<file path="config.mk">
export PLATFORM = sky130hd
export DESIGN_NAME = fifo_stream_reader
export DESIGN_NICKNAME = d
export VERILOG_FILES = /design/src/rtl/fifo_rdr_pkg.sv /design/src/rtl/fifo_rdr_skid.sv /design/src/rtl/fifo_stream_reader.sv
export SDC_FILE = /design/constraint.sdc
export NUM_CORES = 1
export LEC_CHECK = 0
export CAP_MARGIN = 20
export CELL_PAD_IN_SITES_DETAIL_PLACEMENT = 2
export CELL_PAD_IN_SITES_GLOBAL_PLACEMENT = 2
export CORE_AREA = 2 2 69 97
export CTS_CLUSTER_SIZE = 40
export DETAILED_ROUTE_END_ITERATION = 16
export DIE_AREA = 0 0 71 99
export GPL_ROUTABILITY_DRIVEN = 0
export GPL_TIMING_DRIVEN = 0
export PLACE_DENSITY = 0.78
export SLEW_MARGIN = 15
export SYNTH_ARGS = -nofsm -noshare
export SYNTH_HDL_FRONTEND = slang
export SYNTH_SLANG_ARGS = --single-unit
</file>
<file path="constraint.sdc">
create_clock -name clk -period 2.08 [get_ports clk]
set_input_delay 0.416 -clock clk [delete_from_list [all_inputs] [get_ports clk]]
set_output_delay 0.416 -clock clk [all_outputs]
set_load 0.05 [all_outputs]
</file>
<file path="src/rtl/fifo_rdr_pkg.sv">
// -----------------------------------------------------------------------------
// fifo_rdr_pkg
// Shared types and constants for the FIFO stream reader.
//   rdr_state_e : controller FSM states (IDLE, RUN, DONE)
//   SKID_DEPTH  : entries in the output skid buffer
//   STALL_W     : width of the optional stall counter (FIFO_RDR_STATS_EN)
//   credit_ok() : read-issue credit test shared by the top level
// -----------------------------------------------------------------------------
package fifo_rdr_pkg;

    typedef enum logic [1:0] {
        ST_IDLE = 2'd0,
        ST_RUN  = 2'd1,
        ST_DONE = 2'd2
    } rdr_state_e;

    localparam int SKID_DEPTH = 2;
    localparam int STALL_W    = 16;

    // A new read may issue only when every word already held or in flight,
    // less the word leaving this cycle, still leaves a free skid slot.
    function automatic logic credit_ok(input logic [1:0] occ,
                                       input logic       inflight,
                                       input logic       pop);
        logic [2:0] w_used;
        w_used = {1'b0, occ} + {2'b00, inflight};
        return (w_used < (3'd2 + {2'b00, pop}));
    endfunction

endpackage

</file>
<file path="src/rtl/fifo_rdr_skid.sv">
// -----------------------------------------------------------------------------
// fifo_rdr_skid
// Two-entry skid buffer between the FIFO read data and the output stream.
// Ports:
//   clk, rst_n      : clock, asynchronous active-low reset
//   i_push          : write i_push_data this cycle (registered read strobe)
//   i_push_data     : FIFO registered read data
//   i_pop_ready     : downstream ready; a pop happens on o_valid && i_pop_ready
//   o_valid, o_data : head of the buffer presented to the stream
//   o_occ           : current occupancy (0..2)
// -----------------------------------------------------------------------------
module fifo_rdr_skid
    import fifo_rdr_pkg::*;
#(
    parameter int DATA_W = 8
) (
    input  logic              clk,
    input  logic              rst_n,
    input  logic              i_push,
    input  logic [DATA_W-1:0] i_push_data,
    input  logic              i_pop_ready,
    output logic              o_valid,
    output logic [DATA_W-1:0] o_data,
    output logic [1:0]        o_occ
);

    logic [DATA_W-1:0] r_mem [SKID_DEPTH];
    logic              r_wr_ptr;
    logic              r_rd_ptr;
    logic [1:0]        r_occ;
    logic              w_pop;

    assign o_valid = (r_occ != 2'd0);
    assign w_pop   = o_valid && i_pop_ready;
    // Head entry drives the stream directly; it only moves on a pop, so the
    // presented word is stable while back-pressured.
    assign o_data  = r_mem[r_rd_ptr];
    assign o_occ   = r_occ;

    always_ff @(posedge clk or negedge rst_n) begin
        if (!rst_n) begin
            for (int i = 0; i < SKID_DEPTH; i++) begin
                r_mem[i] <= '0;
            end
            r_wr_ptr <= 1'b0;
            r_rd_ptr <= 1'b0;
            r_occ    <= 2'd0;
        end else begin
            if (i_push) begin
                r_mem[r_wr_ptr] <= i_push_data;
                r_wr_ptr        <= ~r_wr_ptr;
            end
            if (w_pop) begin
                r_rd_ptr <= ~r_rd_ptr;
            end
            case ({i_push, w_pop})
                2'b10:   r_occ <= r_occ + 2'd1;
                2'b01:   r_occ <= r_occ - 2'd1;
                default: r_occ <= r_occ;
            endcase
        end
    end

    // The credit rule upstream guarantees a push never lands on a full buffer.
    a_no_overflow: assert property (@(posedge clk) disable iff (!rst_n)
        !(i_push && !w_pop && (r_occ == 2'(SKID_DEPTH))));

endmodule

</file>
<file path="src/rtl/fifo_stream_reader.sv">
// -----------------------------------------------------------------------------
// fifo_stream_reader
// Drains a commanded number of words from a synchronous FIFO (one-cycle
// registered read latency) and presents them as a valid/ready stream.
// Optional feature macro: FIFO_RDR_STATS_EN adds the stall_cnt output.
// Ports:
//   clk, rst_n             : clock, asynchronous active-low reset
//   cmd_valid/cmd_len      : burst request and length (0 = empty burst)
//   cmd_ready              : high only in IDLE
//   done                   : one-cycle pulse when the burst completes
//   fifo_empty             : FIFO empty flag
//   fifo_rd_en             : FIFO read strobe
//   fifo_rd_data           : FIFO read data, valid the cycle after fifo_rd_en
//   m_valid/m_data/m_ready : output stream
//   stall_cnt              : saturating stall counter (FIFO_RDR_STATS_EN only)
//   dbg_state              : current FSM state (rdr_state_e encoding)
//
// Handshakes: a transfer happens on every rising edge where valid && ready.
// A source never waits for ready before raising valid, and once valid is high
// it and its data stay unchanged until the transfer. This holds for both the
// command port (cmd_valid/cmd_ready) and the stream port (m_valid/m_ready).
// -----------------------------------------------------------------------------
module fifo_stream_reader
    import fifo_rdr_pkg::*;
#(
    parameter int DATA_W = 8,
    parameter int LEN_W  = 8
) (
    input  logic               clk,
    input  logic               rst_n,
    input  logic               cmd_valid,
    input  logic [LEN_W-1:0]   cmd_len,
    output logic               cmd_ready,
    output logic               done,
    input  logic               fifo_empty,
    output logic               fifo_rd_en,
    input  logic [DATA_W-1:0]  fifo_rd_data,
    output logic               m_valid,
    output logic [DATA_W-1:0]  m_data,
    input  logic               m_ready,
`ifdef FIFO_RDR_STATS_EN
    output logic [STALL_W-1:0] stall_cnt,
`endif
    output logic [1:0]         dbg_state
);

    localparam logic [LEN_W-1:0] LEN_ONE = LEN_W'(1);

    rdr_state_e       r_state;
    rdr_state_e       w_state_nxt;
    logic [LEN_W-1:0] r_issue_left;
    logic [LEN_W-1:0] r_accept_left;
    logic             r_inflight;
    logic [1:0]       w_occ;
    logic             w_pop;
    logic             w_accept;
    logic             w_credit_ok;

    assign w_pop       = m_valid && m_ready;
    assign w_credit_ok = credit_ok(w_occ, r_inflight, w_pop);
    assign fifo_rd_en  = (r_state == ST_RUN) && !fifo_empty &&
                         (r_issue_left != '0) && w_credit_ok;
    assign dbg_state   = r_state;

    // ---------------- FSM ----------------
    always_ff @(posedge clk or negedge rst_n) begin
        if (!rst_n) begin
            r_state <= ST_IDLE;
        end else begin
            r_state <= w_state_nxt;
        end
    end

    always_comb begin
        w_state_nxt = r_state;
        cmd_ready   = 1'b0;
        done        = 1'b0;
        w_accept    = 1'b0;
        case (r_state)
            ST_IDLE: begin
                cmd_ready = 1'b1;
                if (cmd_valid) begin
                    w_accept    = 1'b1;
                    w_state_nxt = (cmd_len != '0) ? ST_RUN : ST_DONE;
                end
            end
            ST_RUN: begin
                // Last outstanding word leaves this cycle.
                if (w_pop && (r_accept_left == LEN_ONE)) begin
                    w_state_nxt = ST_DONE;
                end
            end
            ST_DONE: begin
                done        = 1'b1;
                w_state_nxt = ST_IDLE;
            end
            default: begin
                w_state_nxt = ST_IDLE;
            end
        endcase
    end

    // ---------------- counters / read pipeline ----------------
    always_ff @(posedge clk or negedge rst_n) begin
        if (!rst_n) begin
            r_issue_left  <= '0;
            r_accept_left <= '0;
            r_inflight    <= 1'b0;
        end else begin
            r_inflight <= fifo_rd_en;
            if (w_accept) begin
                r_issue_left  <= cmd_len;
                r_accept_left <= cmd_len;
            end else begin
                if (fifo_rd_en) begin
                    r_issue_left <= r_issue_left - LEN_ONE;
                end
                if (w_pop) begin
                    r_accept_left <= r_accept_left - LEN_ONE;
                end
            end
        end
    end

    a_no_pop_underflow: assert property (@(posedge clk) disable iff (!rst_n)
        !(w_pop && (r_accept_left == '0)));

    // Read data lands in the skid buffer the cycle after the strobe.
    fifo_rdr_skid #(
        .DATA_W (DATA_W)
    ) u_skid (
        .clk         (clk),
        .rst_n       (rst_n),
        .i_push      (r_inflight),
        .i_push_data (fifo_rd_data),
        .i_pop_ready (m_ready),
        .o_valid     (m_valid),
        .o_data      (m_data),
        .o_occ       (w_occ)
    );

`ifdef FIFO_RDR_STATS_EN
    // ---------------- stall statistics ----------------
    localparam logic [STALL_W-1:0] STALL_ONE = STALL_W'(1);

    logic [STALL_W-1:0] r_stall_cnt;
    logic               w_stall;

    // Counts cycles lost to downstream back-pressure or to an empty FIFO
    // while reads are still owed.
    assign w_stall = (r_state == ST_RUN) &&
                     ((m_valid && !m_ready) || (fifo_empty && (r_issue_left != '0)));

    always_ff @(posedge clk or negedge rst_n) begin
        if (!rst_n) begin
            r_stall_cnt <= '0;
        end else if (w_accept) begin
            r_stall_cnt <= '0;
        end else if (w_stall && (r_stall_cnt != '1)) begin
            r_stall_cnt <= r_stall_cnt + STALL_ONE;
        end
    end

    assign stall_cnt = r_stall_cnt;
`endif

endmodule

</file>
### After elaboration in Yosys (flattened, before gate mapping)

Index checks and enable logic that the tools add are counted.

* memory bits (read-only): 0
* memories kept: 0
* latch bits: 0
* bits in writable memories: 0
* output and inout bits: 14
* word-level logic and storage cells: 64
* input port bits: 21
* register bits after elaboration: 39

* multiply operators: 0
* div/mod/pow operators: 0
* add/subtract/negate cells: 6
* mux-type cells: 19
* order comparisons: 4
* shift-type cells: 0
* reduce and logical (&&, ||, !) cells: 15
* equal/unequal tests: 7
* bitwise operators: 4

Operators by type and width (count)
* 8-bit 2-to-1 mux: 8
* 16-bit bitwise mux: 1
* 8-bit nonzero test: 2
* 8-bit by 1-bit subtractor with 8-bit output, second input constant: 2
* 8-bit demux with 1-bit select: 1
* 8-bit by 1-bit == test with 1-bit output, second input constant: 1
* 2-bit case mux with 2 select lines: 2
* 2-bit nonzero test: 4
* 1-bit logical AND: 6
* 2-bit 2-to-1 mux: 3
* 2-bit by 1-bit == test with 1-bit output, second input constant: 2
* 2-bit == test, second input constant: 2
* 2-bit greater-or-equal comparator, second input constant: 2
* 1-bit 2-to-1 mux: 4
* 1-bit inverter with 2-bit output: 2
* 2-bit by 1-bit adder with 3-bit output: 1
* 2-bit by 1-bit adder with 3-bit output, first input constant: 1
* 3-bit less-than comparator: 1
* 2-bit by 1-bit adder with 2-bit output, second input constant: 1
* 2-bit zero test: 1
* 2-bit by 1-bit less-than comparator with 1-bit output, second input constant: 1
* 2-bit by 1-bit inequality test with 1-bit output, second input constant: 1
* 2-bit inequality test, second input constant: 1
* 1-bit inverter: 2
* 3 further kinds: 3

### Longest topological paths before layout

* depth after elaboration: 7
* gate-level depth with buffers: 8
* mapped depth without buffers: 8

### By module

From an unflattened synthesis, not the netlist that was laid out.

* cells, all modules: 191
* area total of the unflattened synthesis: 2083.2 um^2

By module, submodules not included
* fifo_stream_reader: times used 1, area an instance 1213.7 um^2, cells an instance 134
* fifo_rdr_skid: times used 1, area an instance 869.6 um^2, cells an instance 57

### Worst setup path before layout

No wires, ideal clock.

* path type: register -> register
* start point: reg r_state[0], in the netlist dbg_state[0]
* end point: reg r_issue_left[2]
* cell stages (with the launch flop): 6
* data arrival time: 1949 ps
* buffers on the path: 1
* required time: 1954 ps
* setup time: 126 ps
* setup slack: 5 ps
* path through: dfrtp_1 nor2_2 and2_1 buf_6 a31oi_1 a221o_1

* longest elaborated chain between the ends: 5
* elaborated cells between the ends (all ways): 8
* those cells by class: 1 x eq/ne; 2 x mux; 5 x reduce/logical

Ends and longest elaborated chain
* start, declared: RTL line fifo_stream_reader.sv:49 `rdr_state_e r_state;`
* start signal, assigned: RTL line fifo_stream_reader.sv:70 `r_state <= w_state_nxt;`
* 2-bit by 1-bit == test with 1-bit output: RTL line fifo_stream_reader.sv:61 `assign fifo_rd_en = (r_state == ST_RUN) && !fifo_empty &&`
* 1-bit logical AND (2 in a row): RTL line fifo_stream_reader.sv:61
* 1-bit logical AND: RTL line fifo_stream_reader.sv:62 `(r_issue_left != '0) && w_credit_ok;`
* 2-bit nonzero test (no line)
* end signal, assigned: RTL line fifo_stream_reader.sv:112 `r_issue_left <= cmd_len;`
* end signal, assigned: RTL line fifo_stream_reader.sv:116 `r_issue_left <= r_issue_left - LEN_ONE;`
* end, declared: RTL line fifo_stream_reader.sv:51 `logic [LEN_W-1:0] r_issue_left;`

Parallel ways exist; a longest one is shown, timed or not.
A chain may end at the register's enable or synchronous reset.

### Worst setup path in the final report

* start point: reg u_skid.r_occ[0], in the netlist u_skid.o_occ[0]
* end point: out fifo_rd_en

* longest elaborated chain between the ends: 5
* elaborated cells between the ends (all ways): 6
* those cells by class: 2 x add/sub; 1 x order compare; 3 x reduce/logical

Ends and longest elaborated chain
* start, declared: RTL line fifo_rdr_skid.sv:30 `logic [1:0] r_occ;`
* start signal, assigned: RTL line fifo_rdr_skid.sv:57 `2'b10: r_occ <= r_occ + 2'd1;`
* start signal, assigned: RTL line fifo_rdr_skid.sv:58 `2'b01: r_occ <= r_occ - 2'd1;`
* start signal, assigned: RTL line fifo_rdr_skid.sv:59 `default: r_occ <= r_occ;`
* 2-bit nonzero test: RTL line fifo_rdr_skid.sv:33 `assign o_valid = (r_occ != 2'd0);`
* 1-bit logical AND: RTL line fifo_stream_reader.sv:59 `assign w_pop = m_valid && m_ready;`
* 2-bit by 1-bit adder with 3-bit output: RTL line fifo_rdr_pkg.sv:27 `return (w_used < (3'd2 + {2'b00, pop}));`
* 3-bit less-than comparator (*): RTL line fifo_rdr_pkg.sv:27
* 1-bit logical AND (*): RTL line fifo_stream_reader.sv:62
* end, declared: RTL line fifo_stream_reader.sv:36 `output logic fifo_rd_en,`

Mark *: on every way between the ends. The rest lies on a longest branch, timed or not.

==> impl_metrics.env <==
export IMPL_cpMostUsedCell="ha_4"
export IMPL_p_per_area_mw_per_mm2=1730
export IMPL_finalHoldViolations=0
export IMPL_portBuffers=34
export IMPL_worst_pin_slew_ns=0.752
export IMPL_rsz0062_at_grt="yes"
export IMPL_async_flop_share_pct=100
export IMPL_numCtsBuffers=5
export IMPL_violations="negative setup slack"
export IMPL_final_antenna_net_count=0
export IMPL_drive_gt1_share_pct=27.0
export IMPL_cts_tree="built"
export IMPL_synth_distinct_cells=41
export IMPL_crit_path_start_kind="flop"
export IMPL_synth_seq_cells=39
export IMPL_whs_ns=0.500
export IMPL_drv_slew=0
export IMPL_p_sw_share_pct=43.7
export IMPL_syn_area_sq_mm=0.00202
export IMPL_p_leak_nw=1.13
export IMPL_path_buf_inv=2
export IMPL_cts_sinks=39
export IMPL_grt_pass1_wl_um=9510
export IMPL_floorplan_initialDensity_pct=32.7
export IMPL_nets=257
export IMPL_clock_latency_ns=0.29
export IMPL_antenna_found_initial=0
export IMPL_finalClockSkew_ns=0.00671
export IMPL_layout_commonest_cell="dfrtp_1"
export IMPL_drc=0
export IMPL_status="finished, violations left"
export IMPL_synth_area_per_cell_sq_um=11.1
export IMPL_max_slew_margin_pct=49.7
export IMPL_core_area_sq_mm=0.00617
export IMPL_timing_rr_start="u_skid.o_occ[0]"
export IMPL_row_count=34
export IMPL_dp_hpwl_um=3870
export IMPL_r2r_cells=7
export IMPL_pin_count=35
export IMPL_crit_chain="ha_4, ha_4, nor4b_4, nand3_4, clkinv_4, buf_8"
export IMPL_yosys_warnings=0
export IMPL_placed_cell_area_sq_mm=0.00246
export IMPL_area_delta_synth_final_pct=33.9
export IMPL_path_depth=6
export IMPL_crit_path_max_fanout=2
export IMPL_setup_worst_path_end_class="output port"
export IMPL_rr_endpoint="r_issue_left[2]"
export IMPL_grt_pass1_vias=1833
export IMPL_dr_total_vias=1604
export IMPL_worstSetupPathType="flop to output port"
export IMPL_grt_total_usage_pct=17.6
export IMPL_irDropWorstVdd_mv=0.740
export IMPL_arrival_ns=1.76
export IMPL_crit_required_ns=1.66
export IMPL_post_place_ws_ns=-0.870
export IMPL_clkSlewWorstSetupHoldPaths_ns=0.08
export IMPL_max_cap_viol_count=0
export IMPL_fin_crit_ns=2.18
export IMPL_pwr_share_clk_pct=16.0
export IMPL_seqPwrFrac_pct=32.0
export IMPL_htree_levels=2
export IMPL_clk_path_buf_depth=2
export IMPL_crit_family="simple AND/OR/NAND/NOR gates"
export IMPL_slowest_delay_ns=0.43
export IMPL_synthFlopType="dfrtp_1"
export IMPL_timing_fmax_mhz=460
export IMPL_cts_root_buf="clkbuf_8"
export IMPL_die_w_um=71
export IMPL_fin_ws_ns=-0.0959
export IMPL_hold_path_class="flop to flop"
export IMPL_die_area_sq_mm=0.00703
export IMPL_final_cell_area_sq_mm=0.00270
export IMPL_synth_nets=209
export IMPL_grt_max_degree=31
export IMPL_yosysSeqAreaShare_pct=48.4
export IMPL_grt_ovfl_total=0
export IMPL_first_iter_violations=34
export IMPL_r2r_slack_ns=-0.02
export IMPL_routedWlPerCell_um=19.0
export IMPL_post_drt_via_cell_ratio=5.31
export IMPL_min_delay_path_depth=1
export IMPL_first_pass_iters=4
export IMPL_synth_edf_count=0
export IMPL_synthCells=181
export IMPL_p_sw_mw=2.04
export IMPL_pwr_share_comb_pct=52.0
export IMPL_worstHoldStart="u_skid.r_wr_ptr"
export IMPL_insertedDiodeCount=0
export IMPL_hold_path_endpoint="u_skid.r_wr_ptr"
export IMPL_crit_slowest_cell="dfrtp_2"
export IMPL_period_share_pct=105
export IMPL_wl_um=5740
export IMPL_die_h_um=99
export IMPL_setup_violations_final=2
export IMPL_p_int_mw=2.63
export IMPL_final_cell_mix="37 x dfrtp_1, 24 x mux2_2, 19 x clkdlybuf4s50_1"
-- synth_stat cells (2+ instances only) --
library cell   n  area [sq um]
nor2_1         8          30.0
nand2_1       16          60.1
a31oi_1        2          12.5
ha_1           7          87.6
a21oi_1        5          25.0
xnor2_1        8          70.1
xor2_1         4          35.0
o21ai_0        6          30.0
dfrtp_1       39           976
nand3_1        8          40.0
nor2b_1        4          25.0
nor3_1         2          10.0
o21ai_2        2          17.5
clkbuf_1       2          7.51
mux2_2        24           270
inv_1         10          37.5
o211ai_1       4          30.0
nor4_1         4          25.0
nor3_2         2          20.0
or3_1          2          12.5
o21ai_1        2          10.0
-- flip-flops by register name (all words and copies together) (netlist names) --
name             count
r_inflight           1
u_skid.r_mem        16
dbg_state            2
u_skid.r_rd_ptr      1
u_skid.o_occ         2
r_issue_left         8
r_accept_left        8
u_skid.r_wr_ptr      1
-- layer usage --
layer / track usage, % / part of all wire, %
met5: 0 / 0
met4: 3.19 / 1.3
met3: 3.17 / 3.9
met2: 34.1 / 58
met1: 19.7 / 37
-- power groups by stage --
stage,Combinational [mW],Clock [mW],Sequential [mW]
finish,2.43,0.746,1.49
global route,2.65,0.797,1.56
CTS,2.37,0.773,1.48
detailed placement,2.33,0,1.47
global placement,2.28,0,1.44
floorplan,1.69,0,1.40
-- what timing repair did --
action	4_1_cts	5_1_grt
resized for setup	26	10
buffers inserted	6	0
hold buffers	1	0
pin swaps	2	3
endpoints found under the setup margin	17	8
hold endpoints to repair	9	0
-- area by class of cell --
type / instances / area (sq um)
Fill cell: 651 / 3470
Tap cell: 72 / 90.1
Inverter: 11 / 46.3
Buffer: 2 / 15.0
Clock inverter: 2 / 60.1
Timing Repair Buffer: 42 / 403
Clock buffer: 6 / 72.6
Sequential cell: 39 / 978
Multi-Input combinational cell: 128 / 1030
-- cell families after synthesis --
family / after synthesis / share of synthesized area, %
AND/OR/NAND/NOR: 56 / 15.6
flip-flops: 39 / 48.4
multiplexers: 24 / 13.4
XOR/XNOR: 12 / 5.21
adder cells (fa/ha/maj): 7 / 4.34
AO/OA/AOI/OAI: 29 / 10.1
buffers and inverters: 14 / 2.98
-- how the worst max path moves through the flow --
stage                     from         endpoint  slack (ns)
2_1_floorplan     dbg_state[0]  r_issue_left[2]       0.005
5_1_grt        u_skid.o_occ[0]       fifo_rd_en       -0.17
3_3_place_gp           m_ready       fifo_rd_en       -0.89
3_5_place_dp           m_ready       fifo_rd_en       -0.87
6_report       u_skid.o_occ[0]       fifo_rd_en        -0.1
4_1_cts        u_skid.o_occ[0]       fifo_rd_en       -0.16
-- stage by stage --
| step | total power, mW | cells | TNS (ns) | utilization, % |
|---|---|---|---|---|
| 6_report | 4.67 | 302 | -0.118 | 43.8 |
| 3_5_place_dp | 3.80 | 288 | -2.47 | 39.9 |
| 3_3_place_gp | 3.72 | 287 | -19.80 | 39.7 |
| 4_1_cts | 4.62 | 302 | -0.380 | 43.0 |
| 5_1_grt | 5.00 | 302 | -0.294 | 43.8 |
| 2_1_floorplan | 3.09 | 181 | 0 | - |
Note: power is estimated with default switching activity, not from simulation.
